[src/rtl/dec_sequencer.sv]
// Burst sequencer that drives the dec strobe of a zero-flag downcounter.
// Optional abort input is enabled by defining DEC_SEQ_ABORT_EN.
module dec_sequencer #(
  parameter int unsigned LEN_W = 4,
  parameter int unsigned GAP_W = 4
) (
  input  logic             clock,
  input  logic             reset,
  input  logic             start,
  input  logic [LEN_W-1:0] len,
  input  logic [GAP_W-1:0] gap,
  input  logic             zero,
  output logic             dec,
  output logic             busy,
  output logic             done,
  output logic             underflow,
  output logic [LEN_W-1:0] issued
`ifdef DEC_SEQ_ABORT_EN
  ,
  input  logic             abort
`endif
);

  typedef enum logic [1:0] {
    S_IDLE  = 2'd0,
    S_PULSE = 2'd1,
    S_GAP   = 2'd2,
    S_DONE  = 2'd3
  } state_t;

  state_t             state, state_d;
  logic [LEN_W-1:0]   remaining, remaining_d;
  logic [GAP_W-1:0]   gap_reg, gap_reg_d;
  logic [GAP_W-1:0]   gap_cnt, gap_cnt_d;
  logic [LEN_W-1:0]   issued_d;
  logic               underflow_d;
  logic               abort_hit;

`ifdef DEC_SEQ_ABORT_EN
  assign abort_hit = abort;
`else
  assign abort_hit = 1'b0;
`endif

  // State and datapath registers
  always_ff @(posedge clock) begin
    if (reset) begin
      state     <= S_IDLE;
      remaining <= '0;
      gap_reg   <= '0;
      gap_cnt   <= '0;
      issued    <= '0;
      underflow <= 1'b0;
      busy      <= 1'b0;
      done      <= 1'b0;
    end else begin
      state     <= state_d;
      remaining <= remaining_d;
      gap_reg   <= gap_reg_d;
      gap_cnt   <= gap_cnt_d;
      issued    <= issued_d;
      underflow <= underflow_d;
      busy      <= (state_d != S_IDLE);
      done      <= (state_d == S_DONE);
    end
  end

  // Next-state, datapath updates and the combinational dec strobe
  always_comb begin
    state_d     = state;
    remaining_d = remaining;
    gap_reg_d   = gap_reg;
    gap_cnt_d   = gap_cnt;
    issued_d    = issued;
    underflow_d = underflow;
    dec         = 1'b0;

    unique case (state)
      S_IDLE: begin
        if (start) begin
          remaining_d = len;
          gap_reg_d   = gap;
          issued_d    = '0;
          underflow_d = 1'b0;
          state_d     = (len == '0) ? S_DONE : S_PULSE;
        end
      end

      S_PULSE: begin
        // abort outranks an empty counter in the same cycle
        if (abort_hit) begin
          state_d = S_DONE;
        end else if (zero) begin
          underflow_d = 1'b1;
          state_d     = S_DONE;
        end else begin
          dec         = 1'b1;
          remaining_d = remaining - LEN_W'(1);
          issued_d    = issued + LEN_W'(1);
          if (remaining == LEN_W'(1)) begin
            state_d = S_DONE;
          end else if (gap_reg == '0) begin
            state_d = S_PULSE;
          end else begin
            gap_cnt_d = gap_reg;
            state_d   = S_GAP;
          end
        end
      end

      S_GAP: begin
        gap_cnt_d = gap_cnt - GAP_W'(1);
        if (abort_hit) begin
          state_d = S_DONE;
        end else if (gap_cnt == GAP_W'(1)) begin
          state_d = S_PULSE;
        end
      end

      S_DONE: begin
        state_d = S_IDLE;
      end

      default: begin
        state_d = S_IDLE;
      end
    endcase
  end

endmodule

[config.mk]
export PLATFORM = sky130hd
export DESIGN_NAME = dec_sequencer
export DESIGN_NICKNAME = d
export VERILOG_FILES = /design/src/rtl/dec_sequencer.sv
export SDC_FILE = /design/constraint.sdc
export NUM_CORES = 1
export LEC_CHECK = 0
export BUFFER_PORTS_ARGS = -buffer_cell sky130_fd_sc_hd__buf_2
export CAP_MARGIN = 40
export CORE_ASPECT_RATIO = 1.4
export CORE_UTILIZATION = 45
export CTS_BUF_LIST = sky130_fd_sc_hd__clkbuf_8
export DETAILED_ROUTE_END_ITERATION = 8
export PLACE_DENSITY = 0.64
export SLEW_MARGIN = 20
export SYNTH_ARGS = -nofsm -noshare
export SYNTH_HDL_FRONTEND = slang
export SYNTH_SLANG_ARGS = --single-unit
[constraint.sdc]
create_clock -name clock -period 3.34 [get_ports clock]
set_clock_uncertainty 0.1 [all_clocks]
set_input_delay 0.167 -clock clock [delete_from_list [all_inputs] [get_ports clock]]
set_output_delay 0.167 -clock clock [all_outputs]
set_load 0.05 [all_outputs]
# After elaboration in Yosys (flattened, before gate mapping)

Cells that the tools add are included.

Add/subtract/negate cells: 3
Multiply operators: 0
Div/mod/pow operators: 0
$lt $le $gt $ge: 0
Eq/ne operators: 11
Shifts and indexed selects: 0
Muxes and demuxes: 22
Bitwise logic cells: 0
Reduce and logical (&&, ||, !) cells: 10

Operator list:

| operator                                                               | number |
|---|---|
| 4-bit two-way mux                                                      | 7 |
| 4-bit case mux with 2 select lines                                     | 3 |
| 2-bit two-way mux                                                      | 6 |
| 2-bit inequality test (second input constant)                          | 5 |
| 4-bit by 1-bit equality test with 1-bit output (second input constant) | 2 |
| 4-bit logical NOT                                                      | 2 |
| 2-bit case mux with 4 select lines                                     | 1 |
| 4-bit by 1-bit subtractor with 4-bit output (second input constant)    | 2 |
| 2-bit equality test (second input constant)                            | 3 |
| 3-bit AND reduction                                                    | 2 |
| 2-bit nonzero test                                                     | 3 |
| 4-bit by 1-bit adder with 4-bit output (second input constant)         | 1 |
| 1-bit two-way mux                                                      | 4 |
| 4-bit AND reduction                                                    | 1 |
| 2-bit by 1-bit equality test with 1-bit output (second input constant) | 1 |
| 2-bit logical NOT                                                      | 1 |
| 1-bit case mux with 2 select lines                                     | 1 |
| 2-bit AND reduction                                                    | 1 |

Flip-flop bits (word level): 21
Bits in latches: 0
Bits in writable memories: 0
Memory bits (read-only): 0
Memories kept: 0

# Longest topological paths before layout

Gate-level depths: netlist of the first run.

Depth in word-level cells: 6
Depth in mapped cells: 6

# Worst setup path before layout of the first run

No wires, ideal clock.

Path type: register to register
Start point: reg state[0]
End point: reg remaining[1]
Setup time: 0.071 ns
Data arrival time: 2.016 ns
Required time: 3.169 ns
Setup slack: 1.153 ns
Stages on the path, launching flop included: 6
Buffers on the path: 1
Clock period less this slack: 2.187 ns
Cell sequence: dfxtp_1 -> buf_2 -> nor3b_2 -> nor2_1 -> a211o_1 -> a21oi_1

Longest elaborated chain between the ends: 3
Elaborated cells on any way between the ends: 7
Classes of those cells: eq/ne: 3; mux: 1; reduce/logical: 3

RTL lines:

| what                                                                                | RTL line | source |
|---|---|---|
| from (decl)                                                                         | 31       | `state_t state, state_d;` |
| from (signal assigned)                                                              | 57       | `state <= state_d;` |
| 2-bit by 1-bit equality test with 1-bit output or 2-bit logical NOT (tied branches) | 78       | `unique case (state)` |
| 2-bit inequality test (no source line) or 2-bit nonzero test (tied branches)        | -        |  |
| 3-bit AND reduction (no source line)                                                | -        |  |
| to (signal assigned)                                                                | 58       | `remaining <= remaining_d;` |
| to (decl)                                                                           | 32       | `logic [LEN_W-1:0] remaining, remaining_d;` |

Parallel ways exist; a longest one is shown, timed or not.
A chain may end at the register's enable or synchronous reset.

# Worst setup path after layout of the first run

Start point: reg gap_reg[0]
End point: reg busy

Longest elaborated chain between the ends: 6

RTL lines:

| what                               | RTL line | source |
|---|---|---|
| from (decl)                        | 33       | `logic [GAP_W-1:0] gap_reg, gap_reg_d;` |
| from (signal assigned)             | 59       | `gap_reg <= gap_reg_d;` |
| 4-bit logical NOT                  | 102      | `end else if (gap_reg == '0) begin` |
| 2-bit two-way mux                  | 102      |  |
| 2-bit two-way mux                  | 100      | `if (remaining == LEN_W'(1)) begin` |
| 2-bit two-way mux                  | 93       | `end else if (zero) begin` |
| 2-bit case mux with 4 select lines | 78       |  |
| 2-bit nonzero test                 | 63       | `busy <= (state_d != S_IDLE);` |
| to (signal assigned)               | 63       |  |
| to (decl)                          | 14       | `output logic busy,` |

No other way between the ends.

==> results of run 1 <==
-- cell families (layout without fill, tap and decap cells) --
| group | count (synthesis) | in the layout |
|---|---|---|
| AO/OA/AOI/OAI | 28 | 28 |
| XOR/XNOR | 3 | 3 |
| adder cells (fa/ha/maj) | 5 | 5 |
| buffers and inverters | 11 | 30 |
| flip-flops | 21 | 21 |
| multiplexers | 6 | 6 |
| AND/OR/NAND/NOR | 45 | 45 |
-- critical path: stages, from the launching register on --
cell      delay (ns)
dfxtp_1         0.33
or4_4           0.55
or3_4           0.39
a221oi_4        0.26
o21ai_1         0.08
-- layout make-up --
type,instances,area [um2]
inverter,6,22.5
sequential,21,420
timing repair buffer,20,103
multi-input combinational,87,588
clock buffer,3,41.3
fill,209,996
tap,22,27.5
clock inverter,1,3.75
-- stage by stage --
stage	area [um2]	worst slack [ns]	utilization (%)	total power [uW]	hold WS, ns
after floorplan	1050	1.15	-	487	0.203
after global placement	1160	1.54	52.7	534	0.306
after detailed placement	1160	1.52	52.7	537	0.314
after CTS	1210	1.51	54.8	701	0.0399
after global routing	1210	1.40	54.8	742	0.0721
final	1210	1.52	54.8	694	0.0364
-- routing by layer --
metal  global-route usage, %  up-vias  wire, um
li1                        -      464         -
met1                    23.8      411       955
met2                    35.9       14      1170
met3                    3.66        5        52
met4                    11.6        0        52
met5                       0        -         0
-- cell usage after synthesis --
cell,number,area (um2)
inv_1,6,22.5
xor2_1,2,17.5
a21oi_1,14,70.1
or3_4,1,11.3
nor4bb_1,1,10.0
o22ai_1,1,6.26
xnor2_1,1,8.76
o21ai_1,1,5.00
a22oi_1,1,7.51
a2bb2oi_1,1,8.76
o21ai_0,2,10.0
dfxtp_1,21,420
nand2b_1,3,18.8
nor2b_1,2,12.5
buf_2,2,10.0
nand4_1,2,12.5
a211oi_1,1,7.51
mux2_2,1,11.3
nand3b_1,1,7.51
nor2_1,14,52.6
clkbuf_1,3,11.3
a31oi_1,1,6.26
a221oi_1,1,8.76
a211o_1,1,8.76
a221oi_4,1,26.3
mux2i_1,5,50.1
nor4_1,1,6.26
nand2_1,5,18.8
nand3_1,4,20.0
nor3_1,6,30.0
ha_1,5,62.6
or4_4,1,11.3
nor3b_2,1,12.5
nor3b_1,2,15.0
or3b_2,1,8.76
o21bai_1,1,7.51
a21o_1,1,7.51
a32o_1,1,10.0
-- path summary, 6_finish.rpt --
path	start	to	slack, ns	cells after the start
setup / recovery	gap_reg[0]$_SDFFE_PP0P_	busy$_SDFF_PP0_	1.52	4
hold / removal	gap[2]	gap_reg[2]$_SDFFE_PP0P_	0.04	3
setup reg to reg	gap_reg[0]$_SDFFE_PP0P_	busy$_SDFF_PP0_	1.52	4
hold reg to reg	remaining[1]$_SDFFE_PP0P_	remaining[1]$_SDFFE_PP0P_	0.37	2
-- where the power goes --
| group | switching, uW | total [uW] | internal [uW] |
|---|---|---|---|
| clock network | 79.5 | 161 | 82.0 |
| registers | 29.2 | 311 | 281 |
| logic | 130 | 222 | 91.4 |
==> results by group, run 1 <==
Status
  – Status: finished, final reports clean

Critical path
  – CP Max Fanout: 3
  – Startpoint Class: flip-flop
  – Crit end category: flip-flop
  – CP arrival: 1.86 ns
  – CP Data Required Time: 3.38 ns
  – Setup CP Type: reg -> reg

Clock tree
  – Post-CTS setup buffers: 0
  – Clock latency on the worst-skew pair: 0.26 ns
  – H-tree depth: 1
  – Clock-pin slew on the worst setup and hold paths: 0.07 ns
  – CTS resizes: 0
  – CTS Buf Count: 3
  – CTS tree: done
  – Hold_buf cts: 0
  – CTS Sinks: 21
  – Root Buffer: clkbuf_8
  – CTS max path bufs: 2

Pwr
  – Worst vdd ir: 0.367 mV
  – Power per Cell Area: 575 nW/um2
  – Lkg Pwr: 0.000505 uW

STA
  – Fmax: 549 MHz
  – Slew margin rel.: 62.8%
  – Max-slew violation count: 0
  – Final setup violation count: 0
  – Min Tclk post-route: 1.82 ns
  – Post-route setup TNS: 0 ns
  – Worst slew pin tran: 0.555 ns
  – RSZ-0062 raised after global routing: no
  – Final period util: 54.6%
  – Fin. Hold Viols: 0

Global route
  – First-pass GRT wire length: 3860 um
  – Number of global-route vias before repair: 874
  – Initial antenna violation count: 0
  – Pin count of the biggest net entering global routing: 21
  – GRT Util Overall: 20.8%
  – GRT overflow: 0

Detailed routing
  – Routed vias: 894
  – Drt wl/cell: 14.0 um
  – Routed WL: 2230 um
  – Drc violations: 0
  – DRT Pass-1 Iters: 4
  – Vias/cell: 5.59
  – Initial drt markers: 11
  – Routed Antenna Nets: 0

Synth
  – Largest family of logic cells by synthesized area: simple AND/OR/NAND/NOR gates
  – Synth Net Count: 136
  – Syn Area/Cell: 8.84 um2
  – Cell Area, Synth: 1050 um2
  – Synth Instances: 119
  – Compound-Gate Fraction of Synth Area: 18.1%
  – Synth Area in Simple Gates: 23.5%
  – Seq/Total Area, Yosys: 40.0%
  – Synth Warn #: 0
  – Synth cell types: 38
  – Mux cell area share after synthesis: 5.83%
  – Synth Register Bits: 21
  – Synth Area in XOR/XNOR: 2.50%
  – Synth Area in Adders: 5.95%

Flow run
  – Maxcap violations: 0

Finish
  – # diodes: 0
  – Nets@finish: 156
  – Fin cells: 160
  – Commonest cells after routing, fill and taps aside: 21 x dfxtp_1, 19 x buf_2, 14 x nor2_1, 14 x a21oi_1, 7 x inv_1
  – Area Overhead vs Synth: 14.6%
  – Commonest non-fill, non-tap cell in the layout: dfxtp_1
  – Layout cells sized above 1: 21.0%

Placed design
  – I/O Buffers: 19
  – Detail Placement HPWL: 1700 um
  – Dpl cells: 156
  – Placer congestion estimate: 0.846

Hold path
  – HP Class: in -> reg

Die
  – DIE AREA: 2540 um2
  – Die Y: 59.2 um
  – Initial Util: 47.8%
  – Die Width: 42.9 um
  – # IOs: 20
  – Row count: 20
  – Core area: 2200 um2
Power figures use the tool's default switching activity.
==> inputs of run 2 (changes only) <==
PLACE_DENSITY = 0.67   (was 0.64)
clock period = 1.6 ns   (was 3.34 ns; I/O delays follow)
==> run 2 against run 1 <==
The flow now finishes with violations (setup timing); global-route usage is 0.74 points higher; critical path depth unchanged; clock power up 110%; maximum frequency grew 0.67%; first-iteration DRC count grew 45%; register-to-register slack lost 1.7 ns; setup slack got worse by 1.7 ns; cell area increased by 17%; power increased by 130%.
==> results by group, run 2 (synthesized netlist as in run 1, its figures left out) <==
Finish
  – Commonest cells after routing, fill and taps aside: 18 x dfxtp_1, 18 x buf_2, 16 x buf_4, 14 x a21oi_1, 13 x nor2_1
  – Fin util: 64.3% (+9.5 points)
  – Layout cells sized above 1: 32.9% (+12 points)
  – Nets@finish: 176 (+13%)
  – Area Overhead vs Synth: 34.5%
  – # diodes: 0 (unchanged)

STA
  – Worst slew pin tran: 0.513 ns (-0.0421 ns)
  – Max-slew violation count: 0 (unchanged)
  – Slew margin rel.: 65.5% (+2.6 points)
  – Final worst setup slack: -0.211 ns (-1.73 ns)
  – Fin. Hold Viols: 0 (unchanged)
  – RSZ-0062 raised after global routing: yes
  – Fmax: 552 MHz (+0.67%)
  – Final setup violation count: 3 (+3)
  – Min Tclk post-route: 1.81 ns (-0.0122 ns)
  – Final period util: 113% (+59 points)

Die
  – Initial Util: 47.8% (unchanged)
  – Die Width: 42.9 um (unchanged)
  – Row count: 20 (unchanged)
  – Core area: 2200 um2 (unchanged)
  – DIE AREA: 2540 um2 (unchanged)
  – Die Y: 59.2 um (unchanged)
  – # IOs: 20 (unchanged)

Status
  – Status: finished with violations
  – Failing checks: setup timing

Critical path
  – Setup CP Type: reg -> reg
  – Crit end category: flip-flop
  – Worst r2r src: gap_reg[0]$_SDFFE_PP0P_
  – CP startpoint: gap_reg[0]$_SDFFE_PP0P_
  – Startpoint Class: flip-flop
  – CP arrival: 1.85 ns (about the same)
  – CP Max Fanout: 3 (unchanged)
  – CP Data Required Time: 1.64 ns (-1.74 ns)

Global route
  – Initial antenna violation count: 0 (unchanged)
  – First-pass GRT wire length: 4020 um (+4.1%)
  – Number of global-route vias before repair: 901 (+3.1%)
  – GRT Util Overall: 21.5% (+0.74 points)
  – Pin count of the biggest net entering global routing: 21 (unchanged)
  – GRT overflow: 0 (unchanged)

Clock tree
  – H-tree depth: 1 (unchanged)
  – Clock-pin slew on the worst setup and hold paths: 0.08 ns (about the same)
  – Clock latency on the worst-skew pair: 0.27 ns (about the same)
  – CTS tree: done
  – CTS max path bufs: 2 (unchanged)
  – CTS Sinks: 21 (unchanged)
  – Root Buffer: clkbuf_8
  – CTS Buf Count: 3 (unchanged)

Placed design
  – Placer congestion estimate: 0.763 (-9.8%)
  – DP Worst Slack: -0.186 ns (-1.70 ns)
  – Detail Placement HPWL: 1830 um (+7.4%)
  – I/O Buffers: 19 (unchanged)

Pwr
  – Total power draw: 1580 uW (+130%)
  – Worst vdd ir: 0.704 mV (+92%)
  – Lkg Pwr: 0.000618 uW (+22%)
  – Power per Cell Area: 1110 nW/um2 (+94%)

Detailed routing
  – Routed WL: 2580 um (+15%)
  – DRT Pass-1 Iters: 4 (unchanged)
  – Routed Antenna Nets: 0 (unchanged)
  – Drt wl/cell: 14.3 um (+2.5%)
  – Vias/cell: 5.40 (-3.4%)
  – Initial drt markers: 16 (+5)
  – Drc violations: 0 (unchanged)
  – Routed vias: 972 (+8.7%)

Hold path
  – Hold path startpoint: zero
  – HP Class: in -> reg

Flow run
  – Maxcap violations: 0 (unchanged)
==> run 2: layout make-up <==
| cell class | count | area (um2) |
|---|---|---|
| Clock buffer | 3 | 41.3 |
| Multi-Input combinational cell | 87 | 628 |
| Clock inverter | 1 | 3.75 |
| Sequential cell | 21 | 424 |
| Timing Repair Buffer | 40 | 268 |
| Fill cell | 195 | 787 |
| Tap cell | 22 | 27.5 |
| Inverter | 6 | 22.5 |
==> run 2: worst max-delay path: stages (launching register included) <==
cell and delay [ns]:
dfxtp_2 0.32, or4_4 0.52, or3_4 0.39, a221oi_4 0.27, o21ai_1 0.08
==> run 2: final timing paths <==
path / to / slack, ns / cells after the start
setup / recovery: busy$_SDFF_PP0_ / -0.21 / 4
hold / removal: underflow$_SDFFE_PP0P_ / 0.04 / 3
setup reg to reg: busy$_SDFF_PP0_ / -0.21 / 4
hold reg to reg: underflow$_SDFFE_PP0P_ / 0.37 / 2
==> run 2: what timing repair did <==
item                                   4_1_cts  5_1_grt
hold buffers                                 5        0
buffers inserted                             2        0
pin swaps                                    1        1
setup endpoints to repair                    4       14
endpoints found under the hold margin        5        0
resized for setup                            0        6
==> run 2: power by group <==
| group | switching [uW] | leakage (uW) | internal (uW) |
|---|---|---|---|
| logic | 305 | 0.000418 | 274 |
| clock network | 173 | 0.0000269 | 171 |
| registers | 64.8 | 0.000173 | 590 |
| total | 543 | 0.000618 | 1030 |
==> run 2: per-layer routing <==
metal,vias to the layer above,track usage (%),wire length (um)
li1,506,-,-
met1,444,24.5,1130
met2,17,39.4,1350
met3,5,2.74,49
met4,0,9.38,47
met5,-,0,0
==> run 2: stage by stage <==
| stage | hold slack (ns) | setup TNS, ns | instances | area, um2 |
|---|---|---|---|---|
| 5_1_grt | 0.0667 | -0.751 | 180 | 1420 |
| 3_5_place_dp | 0.225 | -0.532 | 169 | 1280 |
| 4_1_cts | 0.0415 | -0.580 | 180 | 1400 |
| 3_3_place_gp | 0.211 | -0.469 | 169 | 1280 |
| 6_report | 0.0416 | -0.615 | 180 | 1420 |
| 2_1_floorplan | 0.116 | -1.50 | 119 | 1080 |
==> inputs of run 3 (changes only) <==
==> constraint.sdc (replaced) <==
create_clock -name clock -period 1.6 [get_ports clock]
set_clock_uncertainty 0.1 [all_clocks]
set_input_delay 0.4 -clock clock [delete_from_list [all_inputs] [get_ports clock]]
set_output_delay 0.4 -clock clock [all_outputs]
set_load 0.05 [all_outputs]
==> run 3 against run 2 <==
Combinational power increased by 5.2%; critical endpoint unchanged; global-route usage decreased by 1.1 points; cell count shrank 0.56%; wire length decreased by 8.5%; clock-buffer cell count unchanged; largest cell class unchanged; first-iteration DRC count down 19%; highest routed layer unchanged; the flow still finishes with violations (setup timing); via count shrank 0.93%; critical path depth is the same; cell area up 0.35%; power up 1.5%.
==> results by group, run 3 (synthesized netlist as in run 1, its figures left out) <==
Die
  – DIE AREA: 2540 um2 (unchanged)
  – Initial Util: 47.8% (unchanged)
  – # IOs: 20 (unchanged)
  – Row count: 20 (unchanged)
  – Die Y: 59.2 um (unchanged)
  – Core area: 2200 um2 (unchanged)
  – Die Width: 42.9 um (unchanged)

Clock tree
  – H-tree depth: 1 (unchanged)
  – Root Buffer: clkbuf_8
  – CTS Sinks: 21 (unchanged)
  – CTS Buf Count: 3 (unchanged)
  – Clock-pin slew on the worst setup and hold paths: 0.07 ns (about the same)
  – CTS tree: done
  – Clock latency on the worst-skew pair: 0.26 ns (about the same)
  – Hold_buf cts: 0 (-5)
  – CTS max path bufs: 2 (unchanged)

Finish
  – Area Overhead vs Synth: 35.0%
  – Multi-input logic area: 641 um2 (+2.0%)
  – Fin util: 64.5% (+0.23 points)
  – Reg area: 424 um2 (unchanged)
  – Design area: 1420 um2 (+0.35%)
  – Layout cells sized above 1: 38.2% (+5.3 points)
  – Nets@finish: 175 (-0.57%)
  – # diodes: 0 (unchanged)
  – Commonest cells after routing, fill and taps aside: 18 x dfxtp_1, 18 x buf_2, 18 x buf_4, 13 x nor2_1, 13 x a21oi_1
  – Fillers: 211 (+8.2%)

STA
  – Final setup violation count: 6 (+3)
  – Max-slew violation count: 0 (unchanged)
  – Final hold slack: 0.272 ns (+0.231 ns)
  – Fmax: 554 MHz (+0.29%)
  – RSZ-0062 raised after global routing: yes
  – Final period util: 113% (-0.33 points)
  – Slew margin rel.: 76.0% (+11 points)
  – Min Tclk post-route: 1.81 ns (-0.00524 ns)
  – Fin. Hold Viols: 0 (unchanged)
  – Final worst setup slack: -0.205 ns (+0.00524 ns)
  – Worst slew pin tran: 0.360 ns (-0.153 ns)

Critical path
  – RR Endpoint: busy$_SDFF_PP0_
  – Startpoint Class: flip-flop
  – Worst Reg2Reg Path Length in Cells: 4 (unchanged)
  – CP arrival: 1.85 ns (about the same)
  – Worst r2r src: gap_reg[0]$_SDFFE_PP0P_
  – CP startpoint: gap_reg[0]$_SDFFE_PP0P_
  – Crit end category: flip-flop
  – Setup CP Type: reg -> reg
  – CP Data Required Time: 1.65 ns (about the same)
  – R2r setup slk: -0.21 ns (about the same)
  – CP Max Fanout: 3 (unchanged)

Pwr
  – Lkg Pwr: 0.000619 uW (+0.26%)
  – Total power draw: 1600 uW (+1.5%)
  – Sw Share: 34.1% (-0.34 points)
  – Internal: 1060 uW (+2.0%)
  – Power per Cell Area: 1130 nW/um2 (+1.1%)
  – Clock share of power: 21.5% (-0.3 points)
  – Worst vdd ir: 0.784 mV (+11%)
  – Comb power frac: 38.0% (+1.3 points)
  – Sequential power share: 40.4% (-1.1 points)
  – Switching pwr: 546 uW (+0.50%)

Hold path
  – HP Class: in -> reg
  – Hold path startpoint: gap[3]
  – Hold Crit Depth: 3 (unchanged)
  – Hold EP: gap_reg[3]$_SDFFE_PP0P_

Placed design
  – DP Worst Slack: -0.205 ns (-0.0194 ns)
  – Detail Placement HPWL: 1790 um (-1.9%)
  – I/O Buffers: 19 (unchanged)
  – Post-place instance area: 1320 um2 (+2.9%)
  – Placer congestion estimate: 0.775 (+1.5%)

Global route
  – Number of global-route vias before repair: 916 (+1.7%)
  – GRT Util Overall: 20.4% (-1.1 points)
  – Pin count of the biggest net entering global routing: 21 (unchanged)
  – First-pass GRT wire length: 3890 um (-3.3%)
  – GRT overflow: 0 (unchanged)
  – Initial antenna violation count: 0 (unchanged)

Detailed routing
  – Routed WL: 2360 um (-8.5%)
  – DRT Pass-1 Iters: 4 (unchanged)
  – Initial drt markers: 13 (-3)
  – Drt wl/cell: 13.2 um (-7.9%)
  – Drc violations: 0 (unchanged)
  – Routed Antenna Nets: 0 (unchanged)
  – Routed vias: 963 (-0.93%)
  – Vias/cell: 5.38 (-0.37%)

Status
  – Status: finished with violations
  – Failing checks: setup timing

Flow run
  – Maxcap violations: 0 (unchanged)
==> run 3: cell types whose count changed in the layout (fill, tap and decap cells not counted), sizes merged <==
| cell | delta |
|---|---|
| clkbuf | -1 |
| inv | -1 |
| buf | +5 |
| clkinv | +1 |
| dlygate4sd3 | -5 |
==> run 3: worst max-delay path by stage <==
stage	slack, ns	depth (start not counted)	to
after global placement	-0.18	4	busy$_SDFF_PP0_
after floorplan	-0.21	5	gap_cnt[3]$_SDFFE_PP0P_
after detailed placement	-0.21	4	busy$_SDFF_PP0_
after CTS	-0.21	4	busy$_SDFF_PP0_
after global routing	-0.30	4	busy$_SDFF_PP0_
final	-0.21	4	busy$_SDFF_PP0_
==> run 3: timing repair <==
action	in CTS	in global routing
resized for setup	4	9
endpoints found under the setup margin	7	12
buffers inserted	0	1
pin swaps	3	3
==> run 3: layout make-up <==
cell class	instances	share of cell area, %
clock buffer	3	2.91
clock inverter	1	0.352
inverter	6	1.59
multi-input combinational	87	45.1
sequential	21	29.9
tap	22	1.94
timing repair buffer	39	18.2
==> run 3: per-stage QoR <==
step           TNS, ns  std cells
3_3_place_gp    -0.547        174
4_1_cts         -0.569        178
2_1_floorplan    -1.50        119
3_5_place_dp    -0.640        174
5_1_grt          -1.17        179
6_report        -0.660        179
==> run 3: layer usage <==
metal	global-route usage [%]	vias to the layer above	wire length (um)
met5	0	-	0
met4	10.7	0	51
met3	2.13	5	57
met2	34.8	17	1280
met1	25.0	441	974
li1	-	500	-
==> run 3: critical path, cell delays in order, from the launching register on <==
cell and delay, ns:
dfxtp_2 0.32, or4_4 0.52, or3_4 0.39, a221oi_4 0.27
o21ai_1 0.09
==> run 3: power groups by stage <==
stage / sequential (uW) / combinational (uW) / clock, uW
2_1_floorplan: 694 / 343 / 0
5_1_grt: 657 / 674 / 371
3_3_place_gp: 651 / 563 / 0
3_5_place_dp: 655 / 572 / 0
6_report: 648 / 609 / 345
4_1_cts: 644 / 582 / 354
